==> src/rtl/tlb_controller.sv <==
// TLB sequencing controller: lookup, LRU maintenance, page-table-walk refill and flush
// for a set-associative storage array with a combinational read port.
module tlb_controller #(
  parameter int NUM_SETS       = 16,
  parameter int NUM_WAYS       = 4,
  parameter int SET_INDEX_BITS = 4,
  parameter int WAY_BITS       = 2,
  parameter int LRU_BITS       = 2
) (
  input  logic                         clk,
  input  logic                         rst,
  input  logic                         req_valid,
  output logic                         req_ready,
  input  logic [31:0]                  req_vaddr,
  input  logic                         req_write,
  output logic                         resp_valid,
  output logic [31:0]                  resp_paddr,
  output logic                         resp_fault,
  input  logic                         flush_req,
  output logic                         flush_done,
  output logic                         ptw_req,
  output logic [19:0]                  ptw_vpn,
  input  logic                         ptw_ack,
  input  logic [19:0]                  ptw_ppn,
  input  logic [1:0]                   ptw_perms,
  input  logic                         ptw_fault,
  output logic [SET_INDEX_BITS-1:0]    st_rd_set_index,
  input  logic [NUM_WAYS-1:0]          st_rd_valid,
  input  logic [20*NUM_WAYS-1:0]       st_rd_vpn,
  input  logic [20*NUM_WAYS-1:0]       st_rd_ppn,
  input  logic [2*NUM_WAYS-1:0]        st_rd_perms,
  input  logic [LRU_BITS*NUM_WAYS-1:0] st_rd_lru,
  output logic                         st_wr_en,
  output logic [SET_INDEX_BITS-1:0]    st_wr_set_index,
  output logic [WAY_BITS-1:0]          st_wr_way,
  output logic                         st_wr_valid,
  output logic [19:0]                  st_wr_vpn,
  output logic [19:0]                  st_wr_ppn,
  output logic [1:0]                   st_wr_perms,
  output logic [LRU_BITS-1:0]          st_wr_lru,
  output logic                         st_lru_en,
  output logic [SET_INDEX_BITS-1:0]    st_lru_set_index,
  output logic [WAY_BITS-1:0]          st_lru_way,
  output logic [LRU_BITS-1:0]          st_lru_value
);

  localparam int                    FLUSH_W    = SET_INDEX_BITS + WAY_BITS;
  localparam logic [LRU_BITS-1:0]   LRU_MAX    = LRU_BITS'(NUM_WAYS - 1);
  localparam logic [WAY_BITS-1:0]   WAY_LAST   = WAY_BITS'(NUM_WAYS - 1);
  localparam logic [FLUSH_W-1:0]    FLUSH_LAST = FLUSH_W'(NUM_SETS * NUM_WAYS - 1);

  typedef enum logic [2:0] {
    S_IDLE, S_LOOKUP, S_WALK, S_REFILL, S_LRU_UPD, S_FLUSH
  } state_t;

  state_t                         r_state;
  logic [31:0]                    r_vaddr;
  logic                           r_write;
  logic [NUM_WAYS-1:0]            r_snap_valid;
  logic [LRU_BITS*NUM_WAYS-1:0]   r_snap_lru;
  logic [LRU_BITS*NUM_WAYS-1:0]   r_lru_plan;
  logic [WAY_BITS-1:0]            r_cnt;
  logic [FLUSH_W-1:0]             r_fcnt;

  logic                           r_req_ready;
  logic                           r_resp_valid;
  logic [31:0]                    r_resp_paddr;
  logic                           r_resp_fault;
  logic                           r_flush_done;
  logic                           r_ptw_req;
  logic [19:0]                    r_ptw_vpn;
  logic [SET_INDEX_BITS-1:0]      r_rd_set;
  logic                           r_wr_en;
  logic [SET_INDEX_BITS-1:0]      r_wr_set;
  logic [WAY_BITS-1:0]            r_wr_way;
  logic                           r_wr_valid;
  logic [19:0]                    r_wr_vpn;
  logic [19:0]                    r_wr_ppn;
  logic [1:0]                     r_wr_perms;
  logic [LRU_BITS-1:0]            r_wr_lru;
  logic                           r_lru_en;
  logic [SET_INDEX_BITS-1:0]      r_lru_set;
  logic [WAY_BITS-1:0]            r_lru_way;
  logic [LRU_BITS-1:0]            r_lru_value;

  logic [NUM_WAYS-1:0]            w_hit_vec;
  logic                           w_hit;
  logic [WAY_BITS-1:0]            w_hit_way;
  logic [19:0]                    w_hit_ppn;
  logic [1:0]                     w_hit_perms;
  logic [LRU_BITS-1:0]            w_hit_lru;
  logic                           w_hit_fault;
  logic                           w_refill_fault;
  logic                           w_any_invalid;
  logic [WAY_BITS-1:0]            w_victim;
  logic [LRU_BITS-1:0]            w_max_lru;
  logic [LRU_BITS*NUM_WAYS-1:0]   w_src_lru;
  logic [WAY_BITS-1:0]            w_src_acc;
  logic [LRU_BITS-1:0]            w_src_old;
  logic [LRU_BITS*NUM_WAYS-1:0]   w_plan;
  logic [WAY_BITS-1:0]            w_cnt_next;
  logic [LRU_BITS-1:0]            w_plan_next;
  logic [FLUSH_W-1:0]             w_fcnt_next;

  generate
    for (genvar gi = 0; gi < NUM_WAYS; gi++) begin : g_match
      assign w_hit_vec[gi] = st_rd_valid[gi] && (st_rd_vpn[20*gi +: 20] == r_vaddr[31:12]);
    end
  endgenerate

  // Descending scan so the lowest matching way is the one left standing.
  always_comb begin
    w_hit       = 1'b0;
    w_hit_way   = '0;
    w_hit_ppn   = '0;
    w_hit_perms = '0;
    w_hit_lru   = '0;
    for (int w = NUM_WAYS - 1; w >= 0; w--) begin
      if (w_hit_vec[w]) begin
        w_hit       = 1'b1;
        w_hit_way   = WAY_BITS'(w);
        w_hit_ppn   = st_rd_ppn[20*w +: 20];
        w_hit_perms = st_rd_perms[2*w +: 2];
        w_hit_lru   = st_rd_lru[LRU_BITS*w +: LRU_BITS];
      end
    end
  end

  assign w_hit_fault    = r_write ? ~w_hit_perms[1] : ~w_hit_perms[0];
  assign w_refill_fault = r_write ? ~r_wr_perms[1] : ~r_wr_perms[0];

  // Victim: lowest invalid way, else the oldest (first maximum) way.
  always_comb begin
    w_any_invalid = 1'b0;
    w_victim      = '0;
    w_max_lru     = r_snap_lru[LRU_BITS-1:0];
    for (int w = NUM_WAYS - 1; w >= 0; w--) begin
      if (!r_snap_valid[w]) begin
        w_any_invalid = 1'b1;
        w_victim      = WAY_BITS'(w);
      end
    end
    if (!w_any_invalid) begin
      for (int w = 1; w < NUM_WAYS; w++) begin
        if (r_snap_lru[LRU_BITS*w +: LRU_BITS] > w_max_lru) begin
          w_max_lru = r_snap_lru[LRU_BITS*w +: LRU_BITS];
          w_victim  = WAY_BITS'(w);
        end
      end
    end
  end

  // The whole LRU update is planned at entry; LOOKUP uses live read data, REFILL the snapshot.
  assign w_src_lru = (r_state == S_LOOKUP) ? st_rd_lru : r_snap_lru;
  assign w_src_acc = (r_state == S_LOOKUP) ? w_hit_way : w_victim;
  assign w_src_old = (r_state == S_LOOKUP) ? w_hit_lru : LRU_MAX;

  generate
    for (genvar gi = 0; gi < NUM_WAYS; gi++) begin : g_plan
      logic [LRU_BITS-1:0] w_cur;
      assign w_cur = w_src_lru[LRU_BITS*gi +: LRU_BITS];
      assign w_plan[LRU_BITS*gi +: LRU_BITS] =
        (WAY_BITS'(gi) == w_src_acc) ? '0 :
        (w_cur < w_src_old) ? ((w_cur == LRU_MAX) ? LRU_MAX : w_cur + LRU_BITS'(1)) :
        w_cur;
    end
  endgenerate

  assign w_cnt_next  = r_cnt + WAY_BITS'(1);
  assign w_fcnt_next = r_fcnt + FLUSH_W'(1);

  always_comb begin
    w_plan_next = '0;
    for (int w = 0; w < NUM_WAYS; w++) begin
      if (WAY_BITS'(w) == w_cnt_next) w_plan_next = r_lru_plan[LRU_BITS*w +: LRU_BITS];
    end
  end

  always_ff @(posedge clk) begin
    if (rst) begin
      r_state      <= S_IDLE;
      r_vaddr      <= '0;
      r_write      <= 1'b0;
      r_snap_valid <= '0;
      r_snap_lru   <= '0;
      r_lru_plan   <= '0;
      r_cnt        <= '0;
      r_fcnt       <= '0;
      r_req_ready  <= 1'b1;
      r_resp_valid <= 1'b0;
      r_resp_paddr <= '0;
      r_resp_fault <= 1'b0;
      r_flush_done <= 1'b0;
      r_ptw_req    <= 1'b0;
      r_ptw_vpn    <= '0;
      r_rd_set     <= '0;
      r_wr_en      <= 1'b0;
      r_wr_set     <= '0;
      r_wr_way     <= '0;
      r_wr_valid   <= 1'b0;
      r_wr_vpn     <= '0;
      r_wr_ppn     <= '0;
      r_wr_perms   <= '0;
      r_wr_lru     <= '0;
      r_lru_en     <= 1'b0;
      r_lru_set    <= '0;
      r_lru_way    <= '0;
      r_lru_value  <= '0;
    end else begin
      r_resp_valid <= 1'b0;
      r_flush_done <= 1'b0;
      case (r_state)
        S_IDLE: begin
          if (flush_req) begin
            r_state     <= S_FLUSH;
            r_req_ready <= 1'b0;
            r_fcnt      <= '0;
            r_wr_en     <= 1'b1;
            r_wr_set    <= '0;
            r_wr_way    <= '0;
            r_wr_valid  <= 1'b0;
            r_wr_vpn    <= '0;
            r_wr_ppn    <= '0;
            r_wr_perms  <= '0;
            r_wr_lru    <= '0;
          end else if (req_valid) begin
            r_state     <= S_LOOKUP;
            r_req_ready <= 1'b0;
            r_vaddr     <= req_vaddr;
            r_write     <= req_write;
            r_rd_set    <= req_vaddr[12 +: SET_INDEX_BITS];
          end
        end
        S_LOOKUP: begin
          r_snap_valid <= st_rd_valid;
          r_snap_lru   <= st_rd_lru;
          if (w_hit) begin
            r_state      <= S_LRU_UPD;
            r_resp_valid <= 1'b1;
            r_resp_paddr <= {w_hit_ppn, r_vaddr[11:0]};
            r_resp_fault <= w_hit_fault;
            r_lru_en     <= 1'b1;
            r_lru_set    <= r_rd_set;
            r_lru_way    <= '0;
            r_cnt        <= '0;
            r_lru_plan   <= w_plan;
            r_lru_value  <= w_plan[LRU_BITS-1:0];
          end else begin
            r_state   <= S_WALK;
            r_ptw_req <= 1'b1;
            r_ptw_vpn <= r_vaddr[31:12];
          end
        end
        S_WALK: begin
          if (ptw_ack) begin
            r_ptw_req <= 1'b0;
            if (ptw_fault) begin
              r_state      <= S_IDLE;
              r_req_ready  <= 1'b1;
              r_resp_valid <= 1'b1;
              r_resp_fault <= 1'b1;
              r_resp_paddr <= '0;
            end else begin
              r_state    <= S_REFILL;
              r_wr_en    <= 1'b1;
              r_wr_set   <= r_rd_set;
              r_wr_way   <= w_victim;
              r_wr_valid <= 1'b1;
              r_wr_vpn   <= r_vaddr[31:12];
              r_wr_ppn   <= ptw_ppn;
              r_wr_perms <= ptw_perms;
              r_wr_lru   <= '0;
            end
          end
        end
        S_REFILL: begin
          r_state      <= S_LRU_UPD;
          r_wr_en      <= 1'b0;
          r_resp_valid <= 1'b1;
          r_resp_paddr <= {r_wr_ppn, r_vaddr[11:0]};
          r_resp_fault <= w_refill_fault;
          r_lru_en     <= 1'b1;
          r_lru_set    <= r_rd_set;
          r_lru_way    <= '0;
          r_cnt        <= '0;
          r_lru_plan   <= w_plan;
          r_lru_value  <= w_plan[LRU_BITS-1:0];
        end
        S_LRU_UPD: begin
          if (r_cnt == WAY_LAST) begin
            r_state     <= S_IDLE;
            r_req_ready <= 1'b1;
            r_lru_en    <= 1'b0;
          end else begin
            r_cnt       <= w_cnt_next;
            r_lru_way   <= w_cnt_next;
            r_lru_value <= w_plan_next;
          end
        end
        S_FLUSH: begin
          if (r_fcnt == FLUSH_LAST) begin
            r_state      <= S_IDLE;
            r_req_ready  <= 1'b1;
            r_wr_en      <= 1'b0;
            r_flush_done <= 1'b1;
          end else begin
            r_fcnt   <= w_fcnt_next;
            r_wr_set <= w_fcnt_next[WAY_BITS +: SET_INDEX_BITS];
            r_wr_way <= w_fcnt_next[WAY_BITS-1:0];
          end
        end
        default: begin
          r_state     <= S_IDLE;
          r_req_ready <= 1'b1;
        end
      endcase
    end
  end

  assign req_ready        = r_req_ready;
  assign resp_valid       = r_resp_valid;
  assign resp_paddr       = r_resp_paddr;
  assign resp_fault       = r_resp_fault;
  assign flush_done       = r_flush_done;
  assign ptw_req          = r_ptw_req;
  assign ptw_vpn          = r_ptw_vpn;
  assign st_rd_set_index  = r_rd_set;
  assign st_wr_en         = r_wr_en;
  assign st_wr_set_index  = r_wr_set;
  assign st_wr_way        = r_wr_way;
  assign st_wr_valid      = r_wr_valid;
  assign st_wr_vpn        = r_wr_vpn;
  assign st_wr_ppn        = r_wr_ppn;
  assign st_wr_perms      = r_wr_perms;
  assign st_wr_lru        = r_wr_lru;
  assign st_lru_en        = r_lru_en;
  assign st_lru_set_index = r_lru_set;
  assign st_lru_way       = r_lru_way;
  assign st_lru_value     = r_lru_value;

endmodule

==> config.mk <==
export PLATFORM = sky130hd
export DESIGN_NAME = tlb_controller
export DESIGN_NICKNAME = d
export VERILOG_FILES = /design/src/rtl/tlb_controller.sv
export SDC_FILE = /design/constraint.sdc
export NUM_CORES = 1
export LEC_CHECK = 0
export CAP_MARGIN = 20
export CORE_MARGIN = 2
export CORE_UTILIZATION = 30
export DETAILED_ROUTE_END_ITERATION = 10
export PLACE_DENSITY = 0.68
export SYNTH_ARGS = -nofsm -noshare
export SYNTH_HDL_FRONTEND = slang
export SYNTH_SLANG_ARGS = --single-unit
==> constraint.sdc <==
create_clock -name clk -period 10.9 [get_ports clk]
set_input_delay 1.635 -clock clk [delete_from_list [all_inputs] [get_ports clk]]
set_output_delay 1.635 -clock clk [all_outputs]
set_load 0.005 [all_outputs]
==> results.py <==
metrics = {
    "critical_path": {
        "worst-path-stages": 15,
        "endpoint_kind": "register",
        "start_kind": "input pin",
        "worstPathCellList": "clkdlybuf4s50_1 > xor2_1 > nor4_1 > and3_1 > and2_1 > nor2_1 > a21oi_1 > a211oi_1 > a211oi_1 > ha_1 > nor3_1 > nor2_1 > a21oi_1 > a21oi_1 > o31ai_1",
        "crit_required_ps": 11240,
        "r2r_cells": 14,
        "cp_num_buf_inv": 1,
        "crit_top_cell": "a21oi_1",
        "cpLargestDelayFamily": "simple AND/OR/NAND/NOR gates",
        "cp_slowest_stage_delay_ps": 870,
        "path_class": "input pin to register",
        "cpMaxStageDelayCell": "and2_1",
        "arrival_ps": 6500,
        "critPathMaxFanout": 25,
    },
    "clock_network": {
        "clock-root-buffer": "clkbuf_16",
        "clock_sinks": 178,
        "cts_buffer_depth": 2,
        "clk_latency_ps": 440,
        "cts_hold_buf": 0,
        "post_cts_buffers": 0,
        "ctsResizeCount": 0,
        "htree_levels": 4,
        "clk_pin_slew_worst_paths_ps": 70,
        "cts_tree": "built",
        "numCtsBuffers": 17,
    },
    "synth": {
        "synth_cells": 1228,
        "synth_edf_count": 0,
        "syn_area_mm2": 0.009648,
        "ys_ff_latch": 178,
        "ys_warn_count": 0,
        "syn_avg_cell_area_um2": 7.857,
        "yosysSeqAreaShare_pct": 36.93,
        "async_reset_ff_share_pct": 0,
        "synth_flop_cell": "dfxtp_1",
        "synth.distinct_cells": 69,
    },
    "drt": {
        "dr.pass1.iters": 5,
        "route.vias.total": 10140,
        "drt_wl_total_um": 41520,
        "drc": 0,
        "postRouteAntennaNets": 0,
        "drt_iter0_drc": 548,
        "routed_via_density": 5.254,
        "routedWlPerCell_um": 21.51,
    },
    "floorplan": {
        "start_util_pct": 30.50,
        "core-area_mm2": 0.03164,
        "die_height_um": 183.3,
        "dieArea_mm2": 0.03361,
        "rows": 65,
        "die_width_um": 183.3,
        "num_io_pins": 363,
    },
    "timing": {
        "hold_viol": 0,
        "tns_ps": 0,
        "finalWorstSetupSlack_ps": 4743,
        "fin_crit_sh_pct": 56.49,
        "setup_viol_count_final": 0,
        "worst_pin_slew_ps": 1035,
        "max_freq_mhz": 162.4,
        "rsz0062_at_grt": "false",
        "slew_headroom_pct": 30.72,
        "period_needed_ps": 6157,
        "final-max-slew-violation-count": 0,
        "finClkSkew_ps": 15.18,
    },
    "final_layout": {
        "area_delta_synth_final_pct": 45.07,
        "diodes": 0,
        "fin_cells": 1930,
        "nets": 1774,
        "final_layout_size_suffix_gt1_share_pct": 4.974,
    },
    "min_path": {
        "whs_path_depth": 2,
        "hold_path.class": "register to register",
    },
    "placed_design": {
        "globalplace.congestion": 0.9180,
        "dp.cells": 1896,
        "dp_slack_ps": 4292,
        "io_buffers": 360,
        "place_hpwl_um": 31080,
    },
    "grt": {
        "grt_max_degree": 98,
        "antenna_found_initial": 0,
        "grt.total_usage_pct": 24.16,
        "grt_pass1_wl_um": 60880,
        "grt.overflow.total": 0,
        "grt_pass1_vias": 10020,
    },
    "job": {
        "maxCapViolations": 0,
    },
    "power_and_ir_drop": {
        "finalPower_w": 0.002131,
        "power.leakage_nw": 4.884,
        "powerDensity_mw_per_mm2": 152.3,
        "irDropWorstVdd_uv": 99.75,
    },
    "outcome": {
        "status": "complete, no violations",
    },
}
per-layer routing:
| layer | vias up | share of wire [%] | GRT usage (%) |
|---|---|---|---|
| li1 | 4882 | - | - |
| met1 | 4731 | 40 | 28.07 |
| met2 | 455 | 48 | 42.15 |
| met3 | 73 | 8.3 | 6.394 |
| met4 | 0 | 3.6 | 9.792 |
| met5 | - | 0 | 0 |
final cells by class:
type	count	area, um^2
Clock buffer	18	439.2
Timing Repair Buffer	380	3760
Sequential cell	178	3563
Inverter	19	71.32
Fill cell	3150	17640
Multi-Input combinational cell	919	5517
Clock inverter	14	142.6
Tap cell	402	503.0
where the power goes:
part / leakage, nW / internal (W) / switching [W]
sequential: 1.44 / 0.000723 / 0.0000741
combinational: 3.16 / 0.000322 / 0.000388
clock: 0.276 / 0.000329 / 0.000295
worst paths after layout:
check / startpoint / to / slack, ps
max: st_rd_vpn[52] / st_lru_value[1] / 4740
min: st_wr_vpn[19] / st_wr_vpn[19] / 460
max reg2reg: r_vaddr[24] / st_lru_value[1] / 5730
min reg2reg: st_wr_vpn[19] / st_wr_vpn[19] / 460
through the flow:
step / cell area, um^2 / util (%) / hold slack (ps)
after global placement: 13390 / 42.34 / 438.1
final: 14000 / 44.24 / 455.5
after detailed placement: 13390 / 42.34 / 445.1
after floorplan: 9652 / - / 432.2
after global routing: 14000 / 44.24 / 471.9
after CTS: 13980 / 44.18 / 455.8
state kept, by name, summed over array words and instances, names as in the netlist, 3 cells and up:
name	flops
r_fcnt	6
st_wr_vpn	20
r_lru_plan	8
st_lru_set_index	4
r_state	3
ptw_vpn	20
resp_paddr	32
r_vaddr	32
st_wr_ppn	20
r_snap_valid	4
st_wr_set_index	4
r_snap_lru	8
kinds of logic after synthesis:
group,Yosys count,synth area share [%]
XOR/XNOR,84,7.625
AO/OA/AOI/OAI,276,18.87
multiplexers,35,3.644
other,1,0.03887
adder cells (fa/ha/maj),18,2.334
buffers and inverters,132,6.056
AND/OR/NAND/NOR,504,24.50
flip-flops,178,36.93
cells in the final DEF (no fill, tap or decap), types with 34 or more instances in the layout:
cell / count
a21oi_1: 121
clkdlybuf4s50_1: 359
dfxtp_1: 178
mux2i_1: 34
nand2_1: 196
nand3_1: 101
nor2_1: 105
o211ai_1: 43
xnor2_1: 49
xor2_1: 35
worst min-delay path: stages (launching register included):
cell,delay (ps)
dfxtp_1,310
nand2_1,50
a21oi_1,50
synth_stat cells (all sizes together), types with 4 or more instances:
cell type / count / area, um^2
nand2: 197 / 739.5
dfxtp: 178 / 3563
a21oi: 122 / 614.3
nor2: 106 / 400.4
nand3: 101 / 505.5
clkbuf: 63 / 236.5
buf: 50 / 276.5
xnor2: 49 / 429.2
o211ai: 43 / 322.8
xor2: 35 / 306.5
mux2i: 34 / 340.3
a21o: 22 / 165.2
a311oi: 21 / 183.9
nand4: 21 / 137.6
inv: 19 / 71.32
ha: 18 / 225.2
a22oi: 16 / 130.1
nor4: 14 / 123.9
a211oi: 13 / 112.6
nor3: 11 / 60.06
o21ai: 10 / 50.04
nand3b: 7 / 52.55
a31oi: 6 / 37.54
and2: 6 / 37.54
and3: 6 / 37.54
nand2b: 6 / 37.54
nor3b: 6 / 45.04
o21bai: 4 / 30.03
or3: 4 / 25.02
(Power assumes the default switching activity.)
